<file path="config.mk">
export PLATFORM = sky130hd
export DESIGN_NAME = wb_shared_bus
export DESIGN_NICKNAME = d
export VERILOG_FILES = /design/src/rtl/wb_bus_pkg.sv /design/src/rtl/wb_rr_arbiter.sv /design/src/rtl/wb_shared_bus.sv
export SDC_FILE = /design/constraint.sdc
export NUM_CORES = 1
export LEC_CHECK = 0
export CORE_AREA = 2 2 393 395
export DETAILED_ROUTE_END_ITERATION = 7
export DIE_AREA = 0 0 395 397
export PLACE_DENSITY = 0.34
export SETUP_SLACK_MARGIN = 0.02
export SLEW_MARGIN = 20
export SYNTH_ARGS = -nofsm -noshare
export SYNTH_HDL_FRONTEND = slang
export SYNTH_SLANG_ARGS = --single-unit
</file>
<file path="constraint.sdc">
create_clock -name wb_clk_i -period 2.5 [get_ports wb_clk_i]
set_clock_uncertainty 0.05 [all_clocks]
set_input_delay 0.25 -clock wb_clk_i [delete_from_list [all_inputs] [get_ports wb_clk_i]]
set_output_delay 0.25 -clock wb_clk_i [all_outputs]
set_load 0.05 [all_outputs]
</file>
<file path="src/rtl/wb_bus_pkg.sv">
// Shared definitions for the Wishbone shared-bus interconnect: arbiter states,
// cycle/burst type encodings and width helpers for the packed port slices.
package wb_bus_pkg;

   typedef logic [1:0] bus_state_t;

   localparam bus_state_t ST_IDLE = 2'd0;
   localparam bus_state_t ST_BUSY = 2'd1;
   localparam bus_state_t ST_ERR  = 2'd2;

   localparam logic [2:0] CTI_CLASSIC = 3'b000;
   localparam logic [2:0] CTI_CONST   = 3'b001;
   localparam logic [2:0] CTI_INCR    = 3'b010;
   localparam logic [2:0] CTI_EOB     = 3'b111;

   localparam logic [1:0] BTE_LINEAR = 2'b00;
   localparam logic [1:0] BTE_WRAP4  = 2'b01;
   localparam logic [1:0] BTE_WRAP8  = 2'b10;
   localparam logic [1:0] BTE_WRAP16 = 2'b11;

   // Byte-select lanes carried per data word.
   function automatic int sel_width(input int dw);
      return dw / 8;
   endfunction

   function automatic int idx_width(input int n);
      return (n > 1) ? $clog2(n) : 1;
   endfunction

endpackage

</file>
<file path="src/rtl/wb_rr_arbiter.sv">
// Round-robin bus-ownership arbiter: latches a one-hot grant when enabled and
// advances the priority pointer past the holder when ownership is released.
module wb_rr_arbiter
   import wb_bus_pkg::*;
#(
   parameter int NUM_MASTERS = 2,
   localparam int IW = idx_width(NUM_MASTERS)
) (
   input  logic                   clk,
   input  logic                   rst_n,
   input  logic [NUM_MASTERS-1:0] req,
   input  logic                   enable,
   input  logic                   release_grant,
   output logic [NUM_MASTERS-1:0] grant
);

   localparam logic [IW:0]            NM_W     = (IW+1)'(NUM_MASTERS);
   localparam logic [NUM_MASTERS-1:0] ONE_HOT0 = NUM_MASTERS'(1);

   logic [IW-1:0] rr_ptr;
   logic [IW-1:0] grant_idx;
   logic [IW-1:0] pick_idx;
   logic [IW-1:0] ptr_next;
   logic [IW:0]   cand;
   logic [IW:0]   inc;
   logic          pick_found;

   // Scan requesters starting at the pointer, wrapping once around the ring.
   always_comb begin
      pick_found = 1'b0;
      pick_idx   = '0;
      cand       = '0;
      for (int k = 0; k < NUM_MASTERS; k++) begin
         cand = {1'b0, rr_ptr} + (IW+1)'(k);
         if (cand >= NM_W) begin
            cand = cand - NM_W;
         end
         if (!pick_found && req[cand[IW-1:0]]) begin
            pick_found = 1'b1;
            pick_idx   = cand[IW-1:0];
         end
      end
   end

   always_comb begin
      inc      = {1'b0, grant_idx} + 1'b1;
      ptr_next = (inc >= NM_W) ? '0 : inc[IW-1:0];
   end

   always_ff @(posedge clk or negedge rst_n) begin
      if (!rst_n) begin
         grant     <= '0;
         grant_idx <= '0;
         rr_ptr    <= '0;
      end else if (release_grant) begin
         grant  <= '0;
         rr_ptr <= ptr_next;
      end else if (enable && pick_found) begin
         grant     <= ONE_HOT0 << pick_idx;
         grant_idx <= pick_idx;
      end
   end

endmodule

</file>
<file path="src/rtl/wb_shared_bus.sv">
// Multi-master Wishbone shared bus: round-robin ownership, address/mask decode
// to the slaves, error on unmapped addresses and a per-access timeout watchdog.
module wb_shared_bus
   import wb_bus_pkg::*;
#(
   parameter int                        NUM_MASTERS    = 2,
   parameter int                        NUM_SLAVES     = 7,
   parameter int                        AW             = 32,
   parameter int                        DW             = 32,
   parameter logic [NUM_SLAVES*AW-1:0]  SLAVE_ADDR     = '0,
   parameter logic [NUM_SLAVES*AW-1:0]  SLAVE_MASK     = '1,
   parameter int                        TIMEOUT_CYCLES = 255,
   localparam int                       SW             = sel_width(DW)
) (
   input  logic                        wb_clk_i,
   input  logic                        wb_rst_ni,

   input  logic [NUM_MASTERS*AW-1:0]   wbm_adr_i,
   input  logic [NUM_MASTERS*DW-1:0]   wbm_dat_i,
   input  logic [NUM_MASTERS*SW-1:0]   wbm_sel_i,
   input  logic [NUM_MASTERS-1:0]      wbm_we_i,
   input  logic [NUM_MASTERS-1:0]      wbm_cyc_i,
   input  logic [NUM_MASTERS-1:0]      wbm_stb_i,
   input  logic [NUM_MASTERS*3-1:0]    wbm_cti_i,
   input  logic [NUM_MASTERS*2-1:0]    wbm_bte_i,
   output logic [NUM_MASTERS*DW-1:0]   wbm_dat_o,
   output logic [NUM_MASTERS-1:0]      wbm_ack_o,
   output logic [NUM_MASTERS-1:0]      wbm_err_o,
   output logic [NUM_MASTERS-1:0]      wbm_rty_o,

   output logic [NUM_SLAVES*AW-1:0]    wbs_adr_o,
   output logic [NUM_SLAVES*DW-1:0]    wbs_dat_o,
   output logic [NUM_SLAVES*SW-1:0]    wbs_sel_o,
   output logic [NUM_SLAVES-1:0]       wbs_we_o,
   output logic [NUM_SLAVES-1:0]       wbs_cyc_o,
   output logic [NUM_SLAVES-1:0]       wbs_stb_o,
   output logic [NUM_SLAVES*3-1:0]     wbs_cti_o,
   output logic [NUM_SLAVES*2-1:0]     wbs_bte_o,
   input  logic [NUM_SLAVES*DW-1:0]    wbs_dat_i,
   input  logic [NUM_SLAVES-1:0]       wbs_ack_i,
   input  logic [NUM_SLAVES-1:0]       wbs_err_i,
   input  logic [NUM_SLAVES-1:0]       wbs_rty_i
);

   localparam int              WDW      = $clog2(TIMEOUT_CYCLES);
   localparam logic [WDW-1:0]  WD_LIMIT = WDW'(TIMEOUT_CYCLES - 1);

   bus_state_t             state;
   bus_state_t             state_nxt;
   logic [NUM_MASTERS-1:0] grant;
   logic                   arb_enable;
   logic                   arb_release;

   logic [AW-1:0]          g_adr;
   logic [DW-1:0]          g_dat;
   logic [SW-1:0]          g_sel;
   logic                   g_we;
   logic                   g_cyc;
   logic                   g_stb;
   logic [2:0]             g_cti;
   logic [1:0]             g_bte;

   logic [NUM_SLAVES-1:0]  hit;
   logic                   hit_any;
   logic [DW-1:0]          s_dat;
   logic                   s_ack;
   logic                   s_err;
   logic                   s_rty;
   logic                   s_resp;

   logic [WDW-1:0]         wd_cnt;
   logic                   wd_expire;
   logic                   pass_resp;
   logic                   force_err;

   wb_rr_arbiter #(
      .NUM_MASTERS (NUM_MASTERS)
   ) u_arbiter (
      .clk           (wb_clk_i),
      .rst_n         (wb_rst_ni),
      .req           (wbm_cyc_i),
      .enable        (arb_enable),
      .release_grant (arb_release),
      .grant         (grant)
   );

   // Select the owning master's request; with no owner everything reads zero.
   always_comb begin
      g_adr = '0;
      g_dat = '0;
      g_sel = '0;
      g_we  = 1'b0;
      g_cyc = 1'b0;
      g_stb = 1'b0;
      g_cti = '0;
      g_bte = '0;
      for (int m = 0; m < NUM_MASTERS; m++) begin
         if (grant[m]) begin
            g_adr = wbm_adr_i[m*AW +: AW];
            g_dat = wbm_dat_i[m*DW +: DW];
            g_sel = wbm_sel_i[m*SW +: SW];
            g_we  = wbm_we_i[m];
            g_cyc = wbm_cyc_i[m];
            g_stb = wbm_stb_i[m];
            g_cti = wbm_cti_i[m*3 +: 3];
            g_bte = wbm_bte_i[m*2 +: 2];
         end
      end
   end

   // Lowest-index window wins when slave windows overlap.
   always_comb begin
      hit     = '0;
      hit_any = 1'b0;
      for (int i = 0; i < NUM_SLAVES; i++) begin
         if (!hit_any &&
             ((g_adr & SLAVE_MASK[i*AW +: AW]) ==
              (SLAVE_ADDR[i*AW +: AW] & SLAVE_MASK[i*AW +: AW]))) begin
            hit[i]  = 1'b1;
            hit_any = 1'b1;
         end
      end
   end

   always_comb begin
      s_dat = '0;
      s_ack = 1'b0;
      s_err = 1'b0;
      s_rty = 1'b0;
      for (int i = 0; i < NUM_SLAVES; i++) begin
         if (hit[i]) begin
            s_dat = wbs_dat_i[i*DW +: DW];
            s_ack = wbs_ack_i[i];
            s_err = wbs_err_i[i];
            s_rty = wbs_rty_i[i];
         end
      end
      s_resp = s_ack | s_err | s_rty;
   end

   assign wd_expire  = hit_any && !s_resp && (wd_cnt == WD_LIMIT);
   assign arb_enable = (state == ST_IDLE);

   always_comb begin
      state_nxt   = state;
      arb_release = 1'b0;
      case (state)
         ST_IDLE: begin
            if (|wbm_cyc_i) begin
               state_nxt = ST_BUSY;
            end
         end
         ST_BUSY: begin
            if (!g_cyc) begin
               state_nxt   = ST_IDLE;
               arb_release = 1'b1;
            end else if (g_stb && (!hit_any || wd_expire)) begin
               state_nxt = ST_ERR;
            end
         end
         ST_ERR: begin
            if (!g_cyc) begin
               state_nxt   = ST_IDLE;
               arb_release = 1'b1;
            end else begin
               state_nxt = ST_BUSY;
            end
         end
         default: begin
            state_nxt = ST_IDLE;
         end
      endcase
   end

   always_ff @(posedge wb_clk_i or negedge wb_rst_ni) begin
      if (!wb_rst_ni) begin
         state <= ST_IDLE;
      end else begin
         state <= state_nxt;
      end
   end

   // Counts cycles a mapped strobe has waited; any response or idle strobe restarts it.
   always_ff @(posedge wb_clk_i or negedge wb_rst_ni) begin
      if (!wb_rst_ni) begin
         wd_cnt <= '0;
      end else if ((state != ST_BUSY) || !g_stb || !hit_any || s_resp) begin
         wd_cnt <= '0;
      end else begin
         wd_cnt <= wd_cnt + 1'b1;
      end
   end

   assign wbs_adr_o = {NUM_SLAVES{g_adr}};
   assign wbs_dat_o = {NUM_SLAVES{g_dat}};
   assign wbs_sel_o = {NUM_SLAVES{g_sel}};
   assign wbs_we_o  = {NUM_SLAVES{g_we}};
   assign wbs_cti_o = {NUM_SLAVES{g_cti}};
   assign wbs_bte_o = {NUM_SLAVES{g_bte}};
   assign wbs_cyc_o = ((state != ST_IDLE) && g_cyc) ? hit : '0;
   assign wbs_stb_o = ((state == ST_BUSY) && g_cyc && g_stb) ? hit : '0;

   assign pass_resp = (state == ST_BUSY) && g_cyc && hit_any;
   assign force_err = (state == ST_ERR) && g_cyc;

   always_comb begin
      wbm_dat_o = '0;
      wbm_ack_o = '0;
      wbm_err_o = '0;
      wbm_rty_o = '0;
      for (int m = 0; m < NUM_MASTERS; m++) begin
         if (grant[m]) begin
            if (pass_resp) begin
               wbm_dat_o[m*DW +: DW] = s_dat;
               wbm_ack_o[m]          = s_ack;
               wbm_err_o[m]          = s_err;
               wbm_rty_o[m]          = s_rty;
            end else if (force_err) begin
               wbm_err_o[m] = 1'b1;
            end
         end
      end
   end

endmodule

</file>
==> results of run 1 <==
[path summary, 6_finish.rpt]
kind	start	endpoint	cells past startpoint
worst min-delay path	wb_rst_ni	wd_cnt[0]$_DFF_PN0_	1
worst min register to register	u_arbiter.grant_idx$_DFFE_PN0P_	u_arbiter.rr_ptr$_DFFE_PN0P_	1
worst max register to register	u_arbiter.grant[1]$_DFFE_PN0P_	state[1]$_DFFE_PN0P_	8
min in group wb_clk_i	u_arbiter.grant_idx$_DFFE_PN0P_	u_arbiter.rr_ptr$_DFFE_PN0P_	1
worst max-delay path	wbm_adr_i[0]	wbm_rty_o[1]	10
max in group asynchronous	wb_rst_ni	u_arbiter.grant[1]$_DFFE_PN0P_	1
[power groups by stage]
stage                     clock network, mW  logic (mW)  registers, mW
final                                 0.334        25.5          0.312
after global routing                  0.354        26.3          0.318
after CTS                             0.343        25.8          0.311
after detailed placement                  0        25.5          0.325
after global placement                    0        25.6          0.324
after floorplan                           0        13.3          0.299
[final cells by class]
cell class,count,area (sq um),share of cell area
diodes,3,7.51,0.000354
clock buffers,4,88.8,0.00419
inverters,4,15.0,0.000709
multi-input cells,253,2270,0.107
flip-flops and latches,14,354,0.0167
well taps,2044,2560,0.121
repair buffers,945,15900,0.750
[through the flow]
stage	hold WS, ns	cell area, sq um	power [mW]
2_1_floorplan	-0.0956	5810	13.6
3_3_place_gp	0.405	20500	25.9
3_5_place_dp	0.414	20500	25.8
4_1_cts	0.427	20900	26.4
5_1_grt	0.461	21200	26.9
6_report	0.402	21200	26.1
[kinds of logic (layout without fill, tap and decap cells)]
logic type | Yosys count | in the layout | share of synthesized area
buf+inv | 486 | 953 | 0.631
other cells | 1 | 15 | 0.000663
compound gates | 94 | 94 | 0.140
fa+ha+maj | 6 | 6 | 0.0133
xor+xnor | 6 | 6 | 0.00929
simple gates | 131 | 131 | 0.137
mux | 4 | 4 | 0.00752
flops | 14 | 14 | 0.0619
[routing by layer]
metal | global-route usage | vias to the layer above | share of wire
li1 | - | 2954 | -
met1 | 0.0815 | 3064 | 0.40
met2 | 0.114 | 461 | 0.49
met3 | 0.0258 | 31 | 0.093
met4 | 0.00913 | 10 | 0.015
met5 | 0 | - | 0.0012
[worst max-delay path, stage by stage]
cell and delay, ns:
clkdlybuf4s50_1 0.50, nor4_2 0.36, a21oi_2 0.11, nor4_4 0.20
buf_4 0.18, and3_4 0.22, buf_6 0.14, clkbuf_16 0.17
and2_4 0.15, buf_12 0.13
[state kept, by name, indices dropped and copies added (netlist names)]
register and flops:
state 2, u_arbiter.rr_ptr 1, u_arbiter.grant 2, wd_cnt 8, u_arbiter.grant_idx 1
[cells in the final DEF (no fill, tap or decap), types with 2 or more instances in the layout]
cell type        count
buf_12             660
clkdlybuf4s50_1    147
buf_4               82
a22o_1              58
and2_4              55
dlygate4sd2_1       18
and2_2              13
buf_6               13
dfrtp_1             13
nor2_1              12
conb_1              12
a22o_4              11
nand2_1             10
nand3_1             10
a21oi_1              9
nor4_2               7
dlymetal6s2s_1       7
buf_2                7
a22o_2               6
nor4_4               6
ha_1                 6
xor2_1               5
clkbuf_16            5
inv_1                4
diode_2              3
clkdlybuf4s15_1      3
clkbuf_2             3
nand4_1              2
a22oi_1              2
and3_1               2
mux2i_4              2
mux2_2               2
buf_16               2
[repair_timing]
| item | in CTS | in global routing |
|---|---|---|
| resized for setup | 117 | 95 |
| setup buffers | 8 | 5 |
| setup endpoints to repair | 245 | 149 |
| gates cloned | 2 | 2 |
| pin swaps | 18 | 28 |
==> impl_metrics.toml, run 1 <==
[timing]
post_layout_worst_setup_margin_ns = -0.236
post-route-min-period_ns = 2.74
maxClockFrequency_ghz = 0.366
rsz0062_at_grt = "true"
period_share = 1.09
final.setup.tns_ns = -11.75
finalHoldViolations = 0
worstMarginPinSlew_ns = 0.733
final_number_of_max_transition_violations = 0
relSlewSlack = 0.510
final-setup-viol-count = 72

[setup_path]
crit_required_ns = 2.20
path_class = "input port to output pin"
worstSetupStartpointType = "input port"
regToRegSetupSlack_ns = 0.18
cp_max_fo = 7
critPathArrivalTime_ns = 2.44
end_kind = "output pin"

[clock_tree]
cts.hold.buffers_added = 0
clockRootBuffer = "clkbuf_16"
clock_latency_ns = 0.24
cts-buffers-inserted = 3
tritoncts = "done"
clock_sink_count = 14
cts.reportedPaths.clkPinSlew_ns = 0.05
ctsLongestPathBuffers = 2
clock_tree.htree_level_count = 1

[synth]
synth_top_cell_area_share = 0.606
ys.warnings.count = 0
avgSynthCellArea_sq_um = 7.63
postSynthCellCount = 742
synth.top_cells.by_area = "buf_4 (61%), a22o_1 (12%), and2_1 (7.5%)"
syn_area_sq_mm = 0.00566
ys_seq_area_frac = 0.0619
synth.lib_cells_used.distinct = 37
synth_top_cell_by_area = "buf_4"
most_used_standard_cell_by_instance_count_after_synthesis = "buf_4"
asyncSetResetFlopFracSynth = 1.00
synth.cells.most_frequent = "buf_4 (457), a22o_1 (75), and2_1 (68), dfrtp_1 (14)"
postSynth.topFlopCell = "dfrtp_1"
synth-seq-cells = 14
synth-edff-count = 0

[global_routing]
initial_antenna_violation_count = 11
grt_start_max_net_pins = 61
grt_overflow = 0
global_route.usage.total = 0.0670
grt_pass1_vias = 7103
grt_pass1_wl_microns = 71200

[floorplan]
start_util = 0.0370
rows = 144
die_outline_height_microns = 397
core_area_sq_mm = 0.153
design.portCount = 1001
die-width_microns = 395
fp.dieArea_sq_mm = 0.157

[routing]
drt-total-wl_microns = 55600
drt_drc_violations_left = 0
avgRoutedWirePerCell_microns = 17.0
drt_pass_1_iters = 4
vias = 6520
route.antenna.remaining_nets = 0
vias_per_cell = 2.00
detail_route.iter0.violations = 185

[layout]
nFillCells = 17000
layoutNonFillerInstCount = 3267
final_layout_size_suffix_gt1_frac = 0.730
area_delta_synth_final_pct = 274
final_util = 0.138
nNetsFinal = 1626

[status]
status = "finished with violations"
failing_checks = "setup timing"

[place]
place_hpwl_microns = 49700
routabilityCongestion = 0.794
port_buffers = 778
dp_cells = 3246
dp_slack_ns = -1.21

[power]
p_int_mw = 12.0
p_comb_frac = 0.975
power.density_cell_area_mw_per_mm2 = 1230
p_leak_nw = 8.09
swShare = 0.542
net-switching-power_mw = 14.2
p_clk_frac = 0.013
sequentialPowerShare = 0.012
worst_ir_drop_vdd_uv = 506

[flow_run]
max_cap_viol_count = 0

[hold_path]
min_path_type = "input port to asynchronous set/reset pin"
(Power assumes the default switching activity.)
==> run 2, diff against run 1 <==
==> constraint.sdc (replaced) <==
create_clock -name wb_clk_i -period 2.5 [get_ports wb_clk_i]
set_clock_uncertainty 0.05 [all_clocks]
set_input_delay 0.375 -clock wb_clk_i [delete_from_list [all_inputs] [get_ports wb_clk_i]]
set_output_delay 0.375 -clock wb_clk_i [all_outputs]
set_load 0.05 [all_outputs]
==> run 2 against run 1 <==
Compared with the run above:
- the run still ends with setup timing left
- sequential cell count unchanged
- maximum frequency decreased by 10%
- critical path depth decreased by 1
- core utilization increased by 0.30 points
- sequential share of layout area about the same
- combinational power increased by 2%
- final cell count about the same
- setup slack got worse by 0.31 ns
- largest power group unchanged
- highest routed layer unchanged
==> impl_metrics.toml, run 2 (synthesis results as in run 1) <==
[status]
status = "finished with violations"
failing_checks = "setup timing"

[timing]
post-route-min-period_ns = 3.04
period_share = 1.22
maxClockFrequency_ghz = 0.329
relSlewSlack = 0.538
final-setup-viol-count = 77
fin_worst_hold_slack_ns = 0.415
finalHoldViolations = 0
final_number_of_max_transition_violations = 0
rsz0062_at_grt = "true"
worstMarginPinSlew_ns = 0.691
post_layout_worst_setup_margin_ns = -0.543

[power]
swShare = 0.536
net-switching-power_mw = 14.2
p_clk_frac = 0.013
worst_ir_drop_vdd_uv = 548
p_comb_frac = 0.975
power.density_cell_area_mw_per_mm2 = 1230
sequentialPowerShare = 0.012
p_leak_nw = 8.29
p_int_mw = 12.3

[clock_tree]
cts.reportedPaths.clkPinSlew_ns = 0.05
cts-buffers-inserted = 3
ctsLongestPathBuffers = 2
clock_sink_count = 14
clock_latency_ns = 0.24
clock_tree.htree_level_count = 1
tritoncts = "done"
clockRootBuffer = "clkbuf_16"

[setup_path]
cp_max_fo = 10
crit_required_ns = 2.08
critPathArrivalTime_ns = 2.62
path_class = "input port to output pin"
worstSetupStartpointType = "input port"
end_kind = "output pin"

[routing]
vias = 6533
drt-total-wl_microns = 58900
avgRoutedWirePerCell_microns = 18.0
route.antenna.remaining_nets = 0
drt_drc_violations_left = 0
detail_route.iter0.violations = 121
vias_per_cell = 2.00
drt_pass_1_iters = 4

[place]
routabilityCongestion = 0.774
port_buffers = 778
place_hpwl_microns = 53600
area_post_placement_sq_mm = 0.0207

[layout]
register_bank_with_the_most_flops = "wd_cnt"
top_regs = "wd_cnt (8), state (2), u_arbiter.grant (2)"
largest_register_ffs = 8
area_delta_synth_final_pct = 282
finalInstanceArea_sq_mm = 0.0216
final_layout_size_suffix_gt1_frac = 0.766
nFillCells = 16900
layout_commonest_cell = "buf_12"
layout.cells.most_common_list = "buf_12 (670), clkdlybuf4s50_1 (150), and2_4 (68), buf_4 (66), a22o_2 (46)"
nNetsFinal = 1625

[global_routing]
grt_pass1_vias = 7175
initial_antenna_violation_count = 17
global_route.usage.total = 0.0689
grt_overflow = 0
grt_start_max_net_pins = 35
grt_pass1_wl_microns = 73300

[floorplan]
fp.dieArea_sq_mm = 0.157
die_outline_height_microns = 397
core_area_sq_mm = 0.153
rows = 144
start_util = 0.0370
design.portCount = 1001
die-width_microns = 395

[hold_path]
min_path_type = "register to register"

[flow_run]
max_cap_viol_count = 0
-- run 2: changes by cell type in the layout (fill, tap and decap cells not counted), sizes merged --
cell | before | now
clkdlybuf4s15 | 3 | 4
clkdlybuf4s50 | 147 | 150
dlygate4sd2 | 18 | 24
diode | 3 | 6
dlymetal6s2s | 7 | 10
buf | 765 | 751
-- run 2: stage by stage --
| step | setup TNS (ns) | utilization | std cells | total power, mW | setup slack (ns) |
|---|---|---|---|---|---|
| global route | -44.79 | 0.141 | 3263 | 27.4 | -0.633 |
| finish | -35.56 | 0.141 | 3269 | 26.5 | -0.543 |
| detailed placement | -133.66 | 0.136 | 3242 | 26.1 | -1.74 |
| CTS | -44.87 | 0.139 | 3256 | 26.7 | -0.606 |
| global placement | -133.78 | 0.136 | 3242 | 26.2 | -1.73 |
| floorplan | 0 | - | 753 | 13.7 | 0.0114 |
-- run 2: what timing repair did --
item,in CTS,in global routing
pin swaps,14,24
endpoints found under the hold margin,0,0
buffers inserted,8,3
endpoints found under the setup margin,474,360
cloned,2,7
hold buffers,0,0
gates resized for setup,92,67
-- run 2: layout make-up --
cell class,instances,area [sq um],area share
Timing Repair Buffer,944,16100,0.743
Tap cell,2044,2560,0.118
Multi-Input combinational cell,253,2520,0.117
Sequential cell,14,354,0.0164
Clock buffer,4,88.8,0.00410
Inverter,4,15.0,0.000694
Antenna cell,6,15.0,0.000694
-- run 2: power groups by stage --
stage                     clock network, mW  registers (mW)  logic (mW)
after detailed placement                  0           0.331        25.8
final                                 0.335           0.319        25.9
after CTS                             0.344           0.328        26.1
after global placement                    0           0.328        25.9
after global routing                  0.347           0.328        26.7
after floorplan                           0           0.300        13.4
-- run 2: final timing paths --
| path | depth (start not counted) | start | slack, ns | end |
|---|---|---|---|---|
| worst max-delay path | 9 | wbm_adr_i[15] | -0.54 | wbm_dat_o[2] |
| worst min-delay path | 1 | u_arbiter.grant_idx$_DFFE_PN0P_ | 0.42 | u_arbiter.rr_ptr$_DFFE_PN0P_ |
| worst max register to register | 10 | u_arbiter.grant[1]$_DFFE_PN0P_ | 0.04 | state[0]$_DFFE_PN0P_ |
| worst min register to register | 1 | u_arbiter.grant_idx$_DFFE_PN0P_ | 0.42 | u_arbiter.rr_ptr$_DFFE_PN0P_ |
| max in group asynchronous | 1 | wb_rst_ni | 1.38 | u_arbiter.grant[1]$_DFFE_PN0P_ |
| min in group asynchronous | 1 | wb_rst_ni | 0.50 | wd_cnt[2]$_DFF_PN0_ |
-- run 2: routing by layer --
layer  wire length, microns  vias to the layer above  part of all wire  global-route usage
met3                   4500                       16             0.076              0.0178
met1                  23100                     3084              0.39              0.0824
met5                     13                        -           0.00022                   0
met2                  31200                      473              0.53               0.129
met4                    136                        2            0.0023             0.00204
li1                       -                     2958                 -                   -
-- run 2: worst max-delay path, stage by stage --
cell and delay, ns:
clkdlybuf4s50_1 0.42, or4_4 0.52, o31a_1 0.31, o32ai_4 0.15, and4_4 0.30, buf_6 0.11
buf_12 0.12, and2_4 0.16, buf_12 0.13
